File: config.mk
export PLATFORM = sky130hd
export DESIGN_NAME = core_v_mcu_irq_ctrl
export DESIGN_NICKNAME = d
export VERILOG_FILES = /design/src/rtl/core_v_mcu_irq_pkg.sv /design/src/rtl/core_v_mcu_reg_pkg.sv /design/src/rtl/core_v_mcu_irq_gateway.sv /design/src/rtl/core_v_mcu_irq_ctrl.sv
export SDC_FILE = /design/constraint.sdc
export NUM_CORES = 1
export LEC_CHECK = 0
export ABC_AREA = 1
export BUFFER_PORTS_ARGS = -buffer_cell sky130_fd_sc_hd__buf_2
export CELL_PAD_IN_SITES_DETAIL_PLACEMENT = 2
export CELL_PAD_IN_SITES_GLOBAL_PLACEMENT = 2
export CORE_MARGIN = 4
export CORE_UTILIZATION = 22
export DETAILED_ROUTE_END_ITERATION = 10
export GPL_ROUTABILITY_DRIVEN = 0
export PLACE_DENSITY = 0.82
export SYNTH_ARGS = -nofsm -noshare
export SYNTH_HDL_FRONTEND = slang
export SYNTH_SLANG_ARGS = --single-unit
File: constraint.sdc
create_clock -name clk_i -period 1.9 [get_ports clk_i]
set_input_delay 0.38 -clock clk_i [delete_from_list [all_inputs] [get_ports clk_i]]
set_output_delay 0.38 -clock clk_i [all_outputs]
set_load 0.02 [all_outputs]
File: src/rtl/core_v_mcu_irq_pkg.sv
`default_nettype none
// +----------------------------------------------------------------------+
// | core_v_mcu_irq_pkg                                                   |
// | Interrupt controller register offsets, ID type and priority helper.  |
// | Revision: 1.0                                                        |
// +----------------------------------------------------------------------+
package core_v_mcu_irq_pkg;

  localparam int MaxIrqSrc = 32;

  localparam logic [31:0] IRQ_PENDING_OFFSET   = 32'h00;
  localparam logic [31:0] IRQ_ENABLE_OFFSET    = 32'h04;
  localparam logic [31:0] IRQ_MODE_OFFSET      = 32'h08;
  localparam logic [31:0] IRQ_CLAIM_OFFSET     = 32'h0C;
  localparam logic [31:0] IRQ_INSERVICE_OFFSET = 32'h10;

  typedef logic [5:0] irq_id_t;

  // Lowest set bit wins; returns 0 when the vector is empty.
  function automatic irq_id_t irq_lowest_id(input logic [MaxIrqSrc-1:0] vec);
    irq_id_t id;
    id = '0;
    for (int i = MaxIrqSrc - 1; i >= 0; i--) begin
      if (vec[i]) id = irq_id_t'(i + 1);
    end
    return id;
  endfunction

endpackage
`default_nettype wire

File: src/rtl/core_v_mcu_reg_pkg.sv
`default_nettype none
// +----------------------------------------------------------------------+
// | core_v_mcu_reg_pkg                                                   |
// | Register-interface request/response types for bus slave ports.       |
// | Revision: 1.0                                                        |
// +----------------------------------------------------------------------+
package core_v_mcu_reg_pkg;

  typedef struct packed {
    logic [31:0] addr;
    logic        write;
    logic [31:0] wdata;
    logic [3:0]  wstrb;
    logic        valid;
  } reg_req_t;

  typedef struct packed {
    logic [31:0] rdata;
    logic        error;
    logic        ready;
  } reg_resp_t;

endpackage
`default_nettype wire

File: src/rtl/core_v_mcu_irq_gateway.sv
`default_nettype none
// +----------------------------------------------------------------------+
// | core_v_mcu_irq_gateway                                               |
// | Per-source pending logic (edge/level); IRQ_CTRL_SYNC_EN adds 2FF sync.|
// | Revision: 1.0                                                        |
// +----------------------------------------------------------------------+
module core_v_mcu_irq_gateway
  import core_v_mcu_irq_pkg::*;
(
  input  logic clk_i,
  input  logic rst_i,
  input  logic src_i,
  input  logic mode_i,
  input  logic claim_clr_i,
  input  logic w1c_i,
  input  logic mode_chg_i,
  output logic pending_o
);

  logic w_src_s;
  logic w_rise;
  logic r_src_q;
  logic r_pending;

`ifdef IRQ_CTRL_SYNC_EN
  logic [1:0] r_sync;

  always_ff @(posedge clk_i) begin
    if (rst_i) begin
      r_sync <= '0;
    end else begin
      r_sync <= {r_sync[0], src_i};
    end
  end

  assign w_src_s = r_sync[1];
`else
  assign w_src_s = src_i;
`endif

  assign w_rise = w_src_s & ~r_src_q;

  // A fresh edge outranks a same-cycle clear so no event is ever lost.
  always_ff @(posedge clk_i) begin
    if (rst_i) begin
      r_src_q   <= 1'b0;
      r_pending <= 1'b0;
    end else begin
      r_src_q <= w_src_s;
      if (mode_chg_i) begin
        r_pending <= 1'b0;
      end else if (!mode_i) begin
        r_pending <= w_src_s;
      end else if (w_rise) begin
        r_pending <= 1'b1;
      end else if (claim_clr_i || w1c_i) begin
        r_pending <= 1'b0;
      end
    end
  end

  assign pending_o = r_pending;

endmodule
`default_nettype wire

File: src/rtl/core_v_mcu_irq_ctrl.sv
`default_nettype none
// +----------------------------------------------------------------------+
// | core_v_mcu_irq_ctrl                                                  |
// | Claim/complete interrupt aggregator; IRQ_CTRL_SYNC_EN syncs sources. |
// | Revision: 1.0                                                        |
// +----------------------------------------------------------------------+
module core_v_mcu_irq_ctrl
  import core_v_mcu_irq_pkg::*;
#(
  parameter int NumSrc = 8
) (
  input  logic                          clk_i,
  input  logic                          rst_i,
  input  core_v_mcu_reg_pkg::reg_req_t  reg_req_i,
  output core_v_mcu_reg_pkg::reg_resp_t reg_rsp_o,
  input  logic [NumSrc-1:0]             irq_src_i,
  output logic                          irq_o,
  output logic [5:0]                    claim_id_o
);

  logic [NumSrc-1:0] r_enable;
  logic [NumSrc-1:0] r_mode;
  logic [NumSrc-1:0] r_inservice;
  logic              r_irq;

  logic [NumSrc-1:0] w_pending;
  logic [NumSrc-1:0] w_claimable;
  logic [NumSrc-1:0] w_claim_oh;
  logic [NumSrc-1:0] w_complete_oh;
  logic [NumSrc-1:0] w_wmask;
  logic [NumSrc-1:0] w_enable_next;
  logic [NumSrc-1:0] w_mode_next;
  logic [NumSrc-1:0] w_mode_chg;
  logic [NumSrc-1:0] w_w1c;

  logic w_rd, w_wr, w_claim_fire, w_addr_ok;
  logic w_sel_pend, w_sel_en, w_sel_mode, w_sel_claim, w_sel_insvc;

  assign w_rd = reg_req_i.valid & ~reg_req_i.write;
  assign w_wr = reg_req_i.valid &  reg_req_i.write;

  assign w_sel_pend  = (reg_req_i.addr == IRQ_PENDING_OFFSET);
  assign w_sel_en    = (reg_req_i.addr == IRQ_ENABLE_OFFSET);
  assign w_sel_mode  = (reg_req_i.addr == IRQ_MODE_OFFSET);
  assign w_sel_claim = (reg_req_i.addr == IRQ_CLAIM_OFFSET);
  assign w_sel_insvc = (reg_req_i.addr == IRQ_INSERVICE_OFFSET);
  assign w_addr_ok   = w_sel_pend | w_sel_en | w_sel_mode | w_sel_claim | w_sel_insvc;

  assign w_claimable  = w_pending & r_enable & ~r_inservice;
  assign w_claim_oh   = w_claimable & (~w_claimable + NumSrc'(1));
  assign claim_id_o   = irq_lowest_id(32'(w_claimable));
  assign w_claim_fire = w_rd & w_sel_claim & (claim_id_o != '0);

  assign w_enable_next = (w_wr && w_sel_en)
                       ? ((r_enable & ~w_wmask) | (reg_req_i.wdata[NumSrc-1:0] & w_wmask))
                       : r_enable;
  assign w_mode_next   = (w_wr && w_sel_mode)
                       ? ((r_mode & ~w_wmask) | (reg_req_i.wdata[NumSrc-1:0] & w_wmask))
                       : r_mode;
  assign w_mode_chg    = w_mode_next ^ r_mode;
  assign w_w1c         = (w_wr && w_sel_pend && reg_req_i.wstrb[0])
                       ? reg_req_i.wdata[NumSrc-1:0] : '0;

  generate
    for (genvar i = 0; i < NumSrc; i++) begin : g_src
      assign w_wmask[i]       = reg_req_i.wstrb[i / 8];
      // The full data word is compared so out-of-range IDs never alias.
      assign w_complete_oh[i] = w_wr & w_sel_claim & reg_req_i.wstrb[0]
                              & (reg_req_i.wdata == 32'(i + 1));

      core_v_mcu_irq_gateway u_gateway (
        .clk_i       (clk_i),
        .rst_i       (rst_i),
        .src_i       (irq_src_i[i]),
        .mode_i      (r_mode[i]),
        .claim_clr_i (w_claim_fire & w_claim_oh[i]),
        .w1c_i       (w_w1c[i]),
        .mode_chg_i  (w_mode_chg[i]),
        .pending_o   (w_pending[i])
      );
    end
  endgenerate

  always_ff @(posedge clk_i) begin
    if (rst_i) begin
      r_enable    <= '0;
      r_mode      <= '0;
      r_inservice <= '0;
      r_irq       <= 1'b0;
    end else begin
      r_enable    <= w_enable_next;
      r_mode      <= w_mode_next;
      r_inservice <= (r_inservice | (w_claim_fire ? w_claim_oh : '0)) & ~w_complete_oh;
      r_irq       <= |w_claimable;
    end
  end

  assign irq_o = r_irq;

  always_comb begin
    reg_rsp_o       = '0;
    reg_rsp_o.ready = reg_req_i.valid;
    if (reg_req_i.valid) begin
      reg_rsp_o.error = ~w_addr_ok;
      if (w_rd) begin
        if (w_sel_pend)  reg_rsp_o.rdata = 32'(w_pending);
        if (w_sel_en)    reg_rsp_o.rdata = 32'(r_enable);
        if (w_sel_mode)  reg_rsp_o.rdata = 32'(r_mode);
        if (w_sel_claim) reg_rsp_o.rdata = 32'(claim_id_o);
        if (w_sel_insvc) reg_rsp_o.rdata = 32'(r_inservice);
      end
    end
  end

endmodule
`default_nettype wire

After elaboration in Yosys (flattened, before gate mapping):

Index checks and enable logic that the tools add are counted.

* flip-flop bits (word level): 41
* logic and storage cells: 165
* output and inout port bits: 41
* bits of input ports: 80

* reductions and logical operators: 23
* multiplexer cells: 42
* eq/ne operators: 20
* bitwise logic cells: 59
* add/subtract/negate cells: 1

Operators by type and width (count)
* $eq A32 B3 Y1 const B: 5
* $mux W32: 5
* $eq A32 B4 Y1 const B: 3
* $eq A32 B2 Y1 const B: 2
* $and A8 B8 Y8: 7
* $mux W6: 7
* $mux W33: 1
* $eq A32 B1 Y1 const B: 1
* $eq A32 B5 Y1 const B: 1
* $logic_not A32 Y1: 1
* $mux W8: 4
* $not A8 Y8: 4
* $and A1 B1 Y1: 30
* $mux W1: 24
* $ne A3 B1 Y1 const B: 8
* $or A8 B8 Y8: 3
* $reduce_or A2 Y1: 8
* $not A1 Y1: 10
* $add A8 B1 Y8 const B: 1
* $logic_or A1 B1 Y1: 8
* $reduce_or A8 Y1: 1
* $xor A8 B8 Y8: 1
* $reduce_bool A6 Y1: 1
* $logic_and A1 B1 Y1: 4
* 2 further kinds: 5

Longest topological paths before layout:

Gate-level depths: netlist of run 1.

* depth in word-level cells: 17
* depth in mapped cells: 12
* mapped depth without buffers: 11

Modules after synthesis:

Synthesis of run 1 repeated with hierarchy kept, for this count alone.

* cells, all modules: 510
* area, all modules: 3230.6 um^2

Modules (own cells, without submodules)
* core_v_mcu_irq_ctrl: instances 1, seq. area each 500.5 um^2, cells each 414, area each 2549.9 um^2
* core_v_mcu_irq_gateway: instances 8, seq. area each 40.0 um^2, cells each 12, area each 85.1 um^2

Worst setup path after synthesis of run 1:

No wires, ideal clock.

* path type: input port to output port
* start: input port reg_req_i[39] (netlist bit)
* end: output port reg_rsp_o[7] (netlist bit)
* required time: 1.520 ns
* cell stages on the path: 9
* data arrival time: 1.751 ns
* path buffers: 0
* path slack: -0.231 ns
* cell sequence: nor2_1 nand2_1 nor2_1 nand3_1 nor2_2 nand2_1 nand3_1 nor2_1 nor3_1

RTL lines
* start, declared: line core_v_mcu_irq_ctrl.sv:14 `input core_v_mcu_reg_pkg::reg_req_t reg_req_i,`
* end, declared: line core_v_mcu_irq_ctrl.sv:15 `output core_v_mcu_reg_pkg::reg_resp_t reg_rsp_o,`

==> summary.txt, run 1 <==
STA
  – Period utilization: 1.17
  – Min Tclk post-route: 2.22 ns
  – # setup viols final: 10
  – Final Hold Fails: 0
  – FMAX: 0.450 GHz
  – Setup_tns: -2.51 ns
  – Setup ws final: -0.320 ns
  – RSZ-0062 raised after global routing: true
  – Pins Over Slew Limit: 0
  – Final Skew: 0.00429 ns

Hold path
  – Worst Hold Class: in2reg

Clock tree
  – CTS Buffer Depth: 2
  – CTS tree: done
  – Root Driver: clkbuf_16
  – CTS H-tree depth: 2
  – Skew-Pair Late Insertion Delay: 0.29 ns
  – Number of buffers created by CTS: 5
  – Clock transition at the registers of the reported paths: 0.06 ns
  – Post-CTS Hold Buffers: 0
  – Clk sink count: 41

Status
  – Status: finished with violations
  – Failing checks: setup timing

Critical path
  – Cells along the critical path: buf_2 -> nor2_4 -> nand2_2 -> nor2_4 -> nand2_2 -> buf_6 -> nor3_4 -> buf_6 -> nand3_2 -> nand2_2 -> nor2_2 -> nor2_2 -> buf_6
  – Slowest stage delay, CP: 0.20 ns
  – CP max FO: 5
  – Slowest cell on the critical path: nor3_4
  – Kind of critical path: in2out
  – CP Launch Type: primary input
  – WP data arrival: 1.84 ns
  – Critical path required time: 1.52 ns
  – Crit path capture type: output pin
  – Largest delay contributor family on the critical path: simple AND/OR/NAND/NOR gates
  – Reg2reg setup slack: 0.15 ns
  – Worst Path Buf+Inv: 4

Global route
  – First-pass GRT wire length: 24600 um
  – Pin count of the biggest net entering global routing: 25
  – Gr ovfl total: 0
  – Antenna violations before repair: 0
  – Vias in the first global route: 4483
  – Overall global routing resource usage: 0.191

Floorplan
  – Ports: 121
  – Core area: 13800 um2
  – Die ar.: 16000 um2
  – Height of the die: 127 um
  – Die width: 127 um
  – Rows: 43
  – Initial Utilization: 0.224

Yosys
  – Compound-Gate Fraction of Synth Area: 0.133
  – Post-synthesis mux area share: 0
  – Post-synthesis adder-cell area fraction: 0
  – Sequential-to-total area share from yosys stat: 0.265
  – Yosys cell types: 28
  – XOR/XNOR Fraction of Synth Area: 0
  – Top cells by area, synth: dfxtp_1 26%, nor2_1 12%, nand3_1 9.7%
  – Flops & latches, synth: 41
  – Main combinational cell family by area after synthesis: simple AND/OR/NAND/NOR gates
  – Syn_area_per_cell: 6.13 um2
  – Mapped cell area: 3100 um2
  – Synth Area in Simple Gates: 0.427
  – Mapped Cells: 505
  – Synth area leader: dfxtp_1
  – Synth top area share: 0.265
  – Synthesis Warnings: 0

Detailed routing
  – Via density: 4.84
  – DRT iter0 DRCs: 168
  – DRT Pass-1 Iters: 4
  – DRC violations left: 0
  – Routed WL: 16400 um
  – Antenna Nets Post-Route: 0
  – WL per Instance: 19.6 um
  – Vias: 4054

Power and ir drop
  – Largest vdd supply drop: 350 uV
  – Pwr per Cell Area: 466 nW/um2
  – Total power: 0.00229 W
  – Static leakage: 2.27 nW

Layout
  – Fin util: 0.355
  – Share of layout cells above drive strength 1: 0.416
  – Nets: 736
  – Layout area overhead: 58.4%
  – Commonest cells after routing, fill and taps aside: 68 x inv_1, 68 x buf_2, 64 x nor2_1
  – ANT cells: 0
  – Design area: 4910 um2

Placement
  – Post-DP HPWL: 11700 um
  – I/O Buffers: 91
  – Area post-placement: 4210 um2

Flow run
  – Max-cap violations: 0
layout make-up:
| cell class | count | area [um2] |
|---|---|---|
| fillers | 1637 | 8920 |
| repair buffers | 156 | 1140 |
| well taps | 180 | 225 |
| flip-flops and latches | 41 | 826 |
| multi-input cells | 378 | 2270 |
| inverters | 74 | 280 |
| clock inverters | 1 | 30.0 |
| clock buffers | 7 | 143 |
repair_timing:
action	in CTS	in global routing
endpoints found under the setup margin	27	27
buffers inserted	4	2
pin swaps	25	16
resized for setup	59	65
layer usage:
layer  vias up  global-route usage  share of wire
met3        28              0.0236          0.047
met1      1993               0.229           0.40
li1       1897                   -              -
met5         -                   0              0
met2       136               0.362           0.53
met4         0              0.0423          0.023
cells by family after synthesis:
kind of cell / Yosys count
flops: 41
compound gates: 63
buf+inv: 111
other cells: 1
simple gates: 289
worst reg2reg max path, delay by kind of cell (launching register included):
family / cells / cell delay, ns
and+or+nand+nor: 8 / 0.96
DFF: 1 / 0.37
buffers and inverters: 3 / 0.34
synth_stat cells:
cell type	number
nand3_1	60
a21oi_1	20
inv_1	70
buf_6	2
dfxtp_1	41
nor4_1	3
nand3b_1	5
nand2_2	3
nand2_1	79
o2111ai_1	1
nor2_4	4
clkbuf_1	6
nand2b_1	1
conb_1	1
o21ai_0	25
nor3_2	2
o211a_1	4
nand3_2	2
nor2_2	4
buf_2	1
nand4_1	20
a211oi_1	5
buf_4	28
nor3_1	8
nor2_1	97
a211oi_2	8
nor2b_1	1
inv_2	4
final timing paths:
check / startpoint / to / depth (start not counted)
setup reg to reg: r_inservice[0] / r_inservice[5] / 11
setup / recovery: reg_req_i[53] / reg_rsp_o[5] / 13
hold / removal: irq_src_i[0] / g_src[0].u_gateway.r_src_q / 3
hold reg to reg: r_mode[7] / r_mode[7] / 2
power breakdown:
part / internal [W] / total (W) / switching, W
Clock: 0.000658 / 0.00103 / 0.000369
Combinational: 0.000139 / 0.000373 / 0.000234
Sequential: 0.000878 / 0.000889 / 0.0000116
through the flow:
stage / setup WS (ns) / hold slack [ns] / instances
detailed placement: -0.474 / 0.542 / 823
finish: -0.320 / 0.318 / 837
CTS: -0.290 / 0.321 / 835
floorplan: -0.107 / 0.479 / 530
global placement: -0.308 / 0.533 / 823
global route: -0.411 / 0.330 / 837
(Power assumes the default switching activity.)
==> inputs of run 2 (changes only) <==
Settings changed: ABC_AREA 1 to default, ABC_CLOCK_PERIOD_IN_PS from default to 1900, CORE_UTILIZATION 22 to 23, PLACE_DENSITY 0.82 to 0.81, REMOVE_ABC_BUFFERS from default to 1.
==> summary.txt, run 2 <==
Status
  – Status: finished with violations
  – Failing checks: setup timing

Global route
  – Vias in the first global route: 3749
  – Antenna violations before repair: 0
  – Gr ovfl total: 0
  – First-pass GRT wire length: 21100 um
  – Pin count of the biggest net entering global routing: 23
  – Overall global routing resource usage: 0.209

Yosys
  – Synthesis Warnings: 0
  – Synth top area share: 0.305
  – Synth cell count leaders: 41 x dfxtp_1, 39 x nand2_1, 27 x buf_4
  – Ys flop type: dfxtp_1
  – Post-synth EDFFs: 0
  – Flops & latches, synth: 41
  – Mapped Cells: 334
  – Yosys cell types: 56
  – Mapped cell area: 2690 um2
  – Top cells by area, synth: dfxtp_1 30%, buf_4 7.5%, nand2_1 5.4%
  – Async SR Flop Fraction: 0
  – Sequential-to-total area share from yosys stat: 0.305
  – Most frequent cell after synthesis: dfxtp_1
  – Syn_area_per_cell: 8.06 um2
  – Synth area leader: dfxtp_1

Detailed routing
  – Antenna Nets Post-Route: 0
  – WL per Instance: 22.6 um
  – Via density: 5.15
  – DRC violations left: 0
  – DRT iter0 DRCs: 112
  – DRT Pass-1 Iters: 4
  – Routed WL: 14900 um
  – Vias: 3406

Critical path
  – R2R Path End: r_inservice[2]
  – Crit Reg-Reg Startpoint: r_inservice[0]
  – Crit path capture type: output pin
  – WP data arrival: 2.38 ns
  – CP max FO: 4
  – Kind of critical path: in2out
  – Reg2reg setup slack: -0.01 ns
  – Crit path to: reg_rsp_o[5]
  – Worst Setup SP: reg_req_i[46]
  – Cells on worst reg2reg path: 8
  – CP Launch Type: primary input
  – Critical path required time: 1.52 ns

Placement
  – Area post-placement: 3720 um2
  – I/O Buffers: 91
  – Post-DP HPWL: 9420 um

Clock tree
  – CTS H-tree depth: 2
  – Root Driver: clkbuf_16
  – Clk sink count: 41
  – CTS tree: done
  – CTS Buffer Depth: 2
  – Clock transition at the registers of the reported paths: 0.06 ns
  – Skew-Pair Late Insertion Delay: 0.30 ns
  – Number of buffers created by CTS: 5

Floorplan
  – Height of the die: 116 um
  – Rows: 39
  – Die width: 116 um
  – Core area: 11400 um2
  – Initial Utilization: 0.236
  – Ports: 121
  – Die ar.: 13500 um2

STA
  – Setup ws final: -0.856 ns
  – # setup viols final: 45
  – Pins Over Slew Limit: 0
  – Min Tclk post-route: 2.76 ns
  – Period utilization: 1.45
  – RSZ-0062 raised after global routing: true
  – Final Skew: 0.00683 ns
  – Final Hold Fails: 0
  – Slew margin rel.: 0.631
  – Slew @ Worst Pin: 0.548 ns
  – FMAX: 0.363 GHz

Power and ir drop
  – Pwr per Cell Area: 491 nW/um2
  – Largest vdd supply drop: 316 uV
  – Total power: 0.00223 W
  – Static leakage: 1.99 nW

Layout
  – FF+latch area: 827 um2
  – Share of layout cells above drive strength 1: 0.507
  – Commonest non-fill, non-tap cell in the layout: buf_4
  – Commonest cells after routing, fill and taps aside: 87 x buf_4, 77 x buf_2, 36 x nand2_1, 36 x dfxtp_1, 26 x conb_1
  – Fin util: 0.398
  – Nets: 598
  – Filler cells: 1283
  – ANT cells: 0
  – Layout area overhead: 68.8%
  – Footprint of the multi-input gates: 1940 um2
  – Design area: 4550 um2

Hold path
  – Worst Hold Class: in2reg

Flow run
  – Max-cap violations: 0
## run 2: cell count changes in the layout (fill, tap and decap cells not counted), sizes merged, moves of 10 or more
cell / previous run / this run
o21ai: 25 / 12
nand3: 62 / 7
inv: 74 / 10
nor2: 105 / 21
nor4: 3 / 15
nand4: 20 / 8
nand2: 82 / 39
buf: 156 / 192
a211oi: 13 / 3
mux2i: 0 / 12
## run 2: report_power, final
part / switching [W] / internal [W] / total, W
sequential: 0.0000103 / 0.000877 / 0.000888
clock: 0.000400 / 0.000623 / 0.00102
combinational: 0.000190 / 0.000132 / 0.000322
## run 2: per-stage QoR
step | setup slack, ns | cells | setup TNS, ns | hold slack [ns]
after CTS | -0.849 | 651 | -15.93 | 0.312
after detailed placement | -0.881 | 627 | -27.86 | 0.499
after global placement | -0.860 | 627 | -24.85 | 0.474
after floorplan | -0.893 | 319 | -18.57 | 0.442
final | -0.856 | 662 | -19.43 | 0.318
after global routing | -0.915 | 662 | -21.95 | 0.343
## run 2: worst min path at each step
stage	from	endpoint	slack, ns	depth (start not counted)
finish	irq_src_i[6]	g_src[6].u_gateway.r_src_q	0.32	2
global route	irq_src_i[6]	g_src[6].u_gateway.r_src_q	0.34	2
CTS	irq_src_i[1]	g_src[1].u_gateway.r_src_q	0.31	2
detailed placement	r_inservice[7]	r_inservice[7]	0.50	2
global placement	r_inservice[7]	r_inservice[7]	0.47	2
floorplan	r_inservice[7]	r_inservice[7]	0.44	2
## run 2: cell families after synthesis
family | after synthesis | share of synthesized area
flops | 41 | 0.305
buf+inv | 50 | 0.114
simple gates | 147 | 0.311
mux | 15 | 0.0572
compound gates | 73 | 0.189
xor+xnor | 7 | 0.0228
other cells | 1 | 0.00139
## run 2: timing repair
item / 4_1_cts / 5_1_grt
setup buffers: 16 / 14
pin swaps: 23 / 18
hold endpoints to repair: 0 / 0
setup endpoints to repair: 45 / 45
gates cloned: 1 / 0
hold buffers: 0 / 0
gates resized for setup: 77 / 33
## run 2: layout make-up
| class | instances | share of cell area |
|---|---|---|
| inverters | 10 | 0.00826 |
| clock inverters | 3 | 0.0102 |
| flip-flops and latches | 41 | 0.182 |
| clock buffers | 5 | 0.0275 |
| multi-input cells | 268 | 0.428 |
| well taps | 143 | 0.0394 |
| repair buffers | 192 | 0.305 |
## run 2: worst max-delay path: stages
cell and delay (ns):
buf_6 0.09, or4_4 0.53, or4_4 0.45, nor3_4 0.22
buf_6 0.14, buf_4 0.09, buf_4 0.09, a2bb2oi_2 0.05
nor3_1 0.15, buf_4 0.18
## run 2: layer usage
metal  GRT usage  share of wire
met5           0              0
met2       0.411           0.54
met4      0.0804          0.032
met3      0.0295          0.046
met1       0.221           0.38
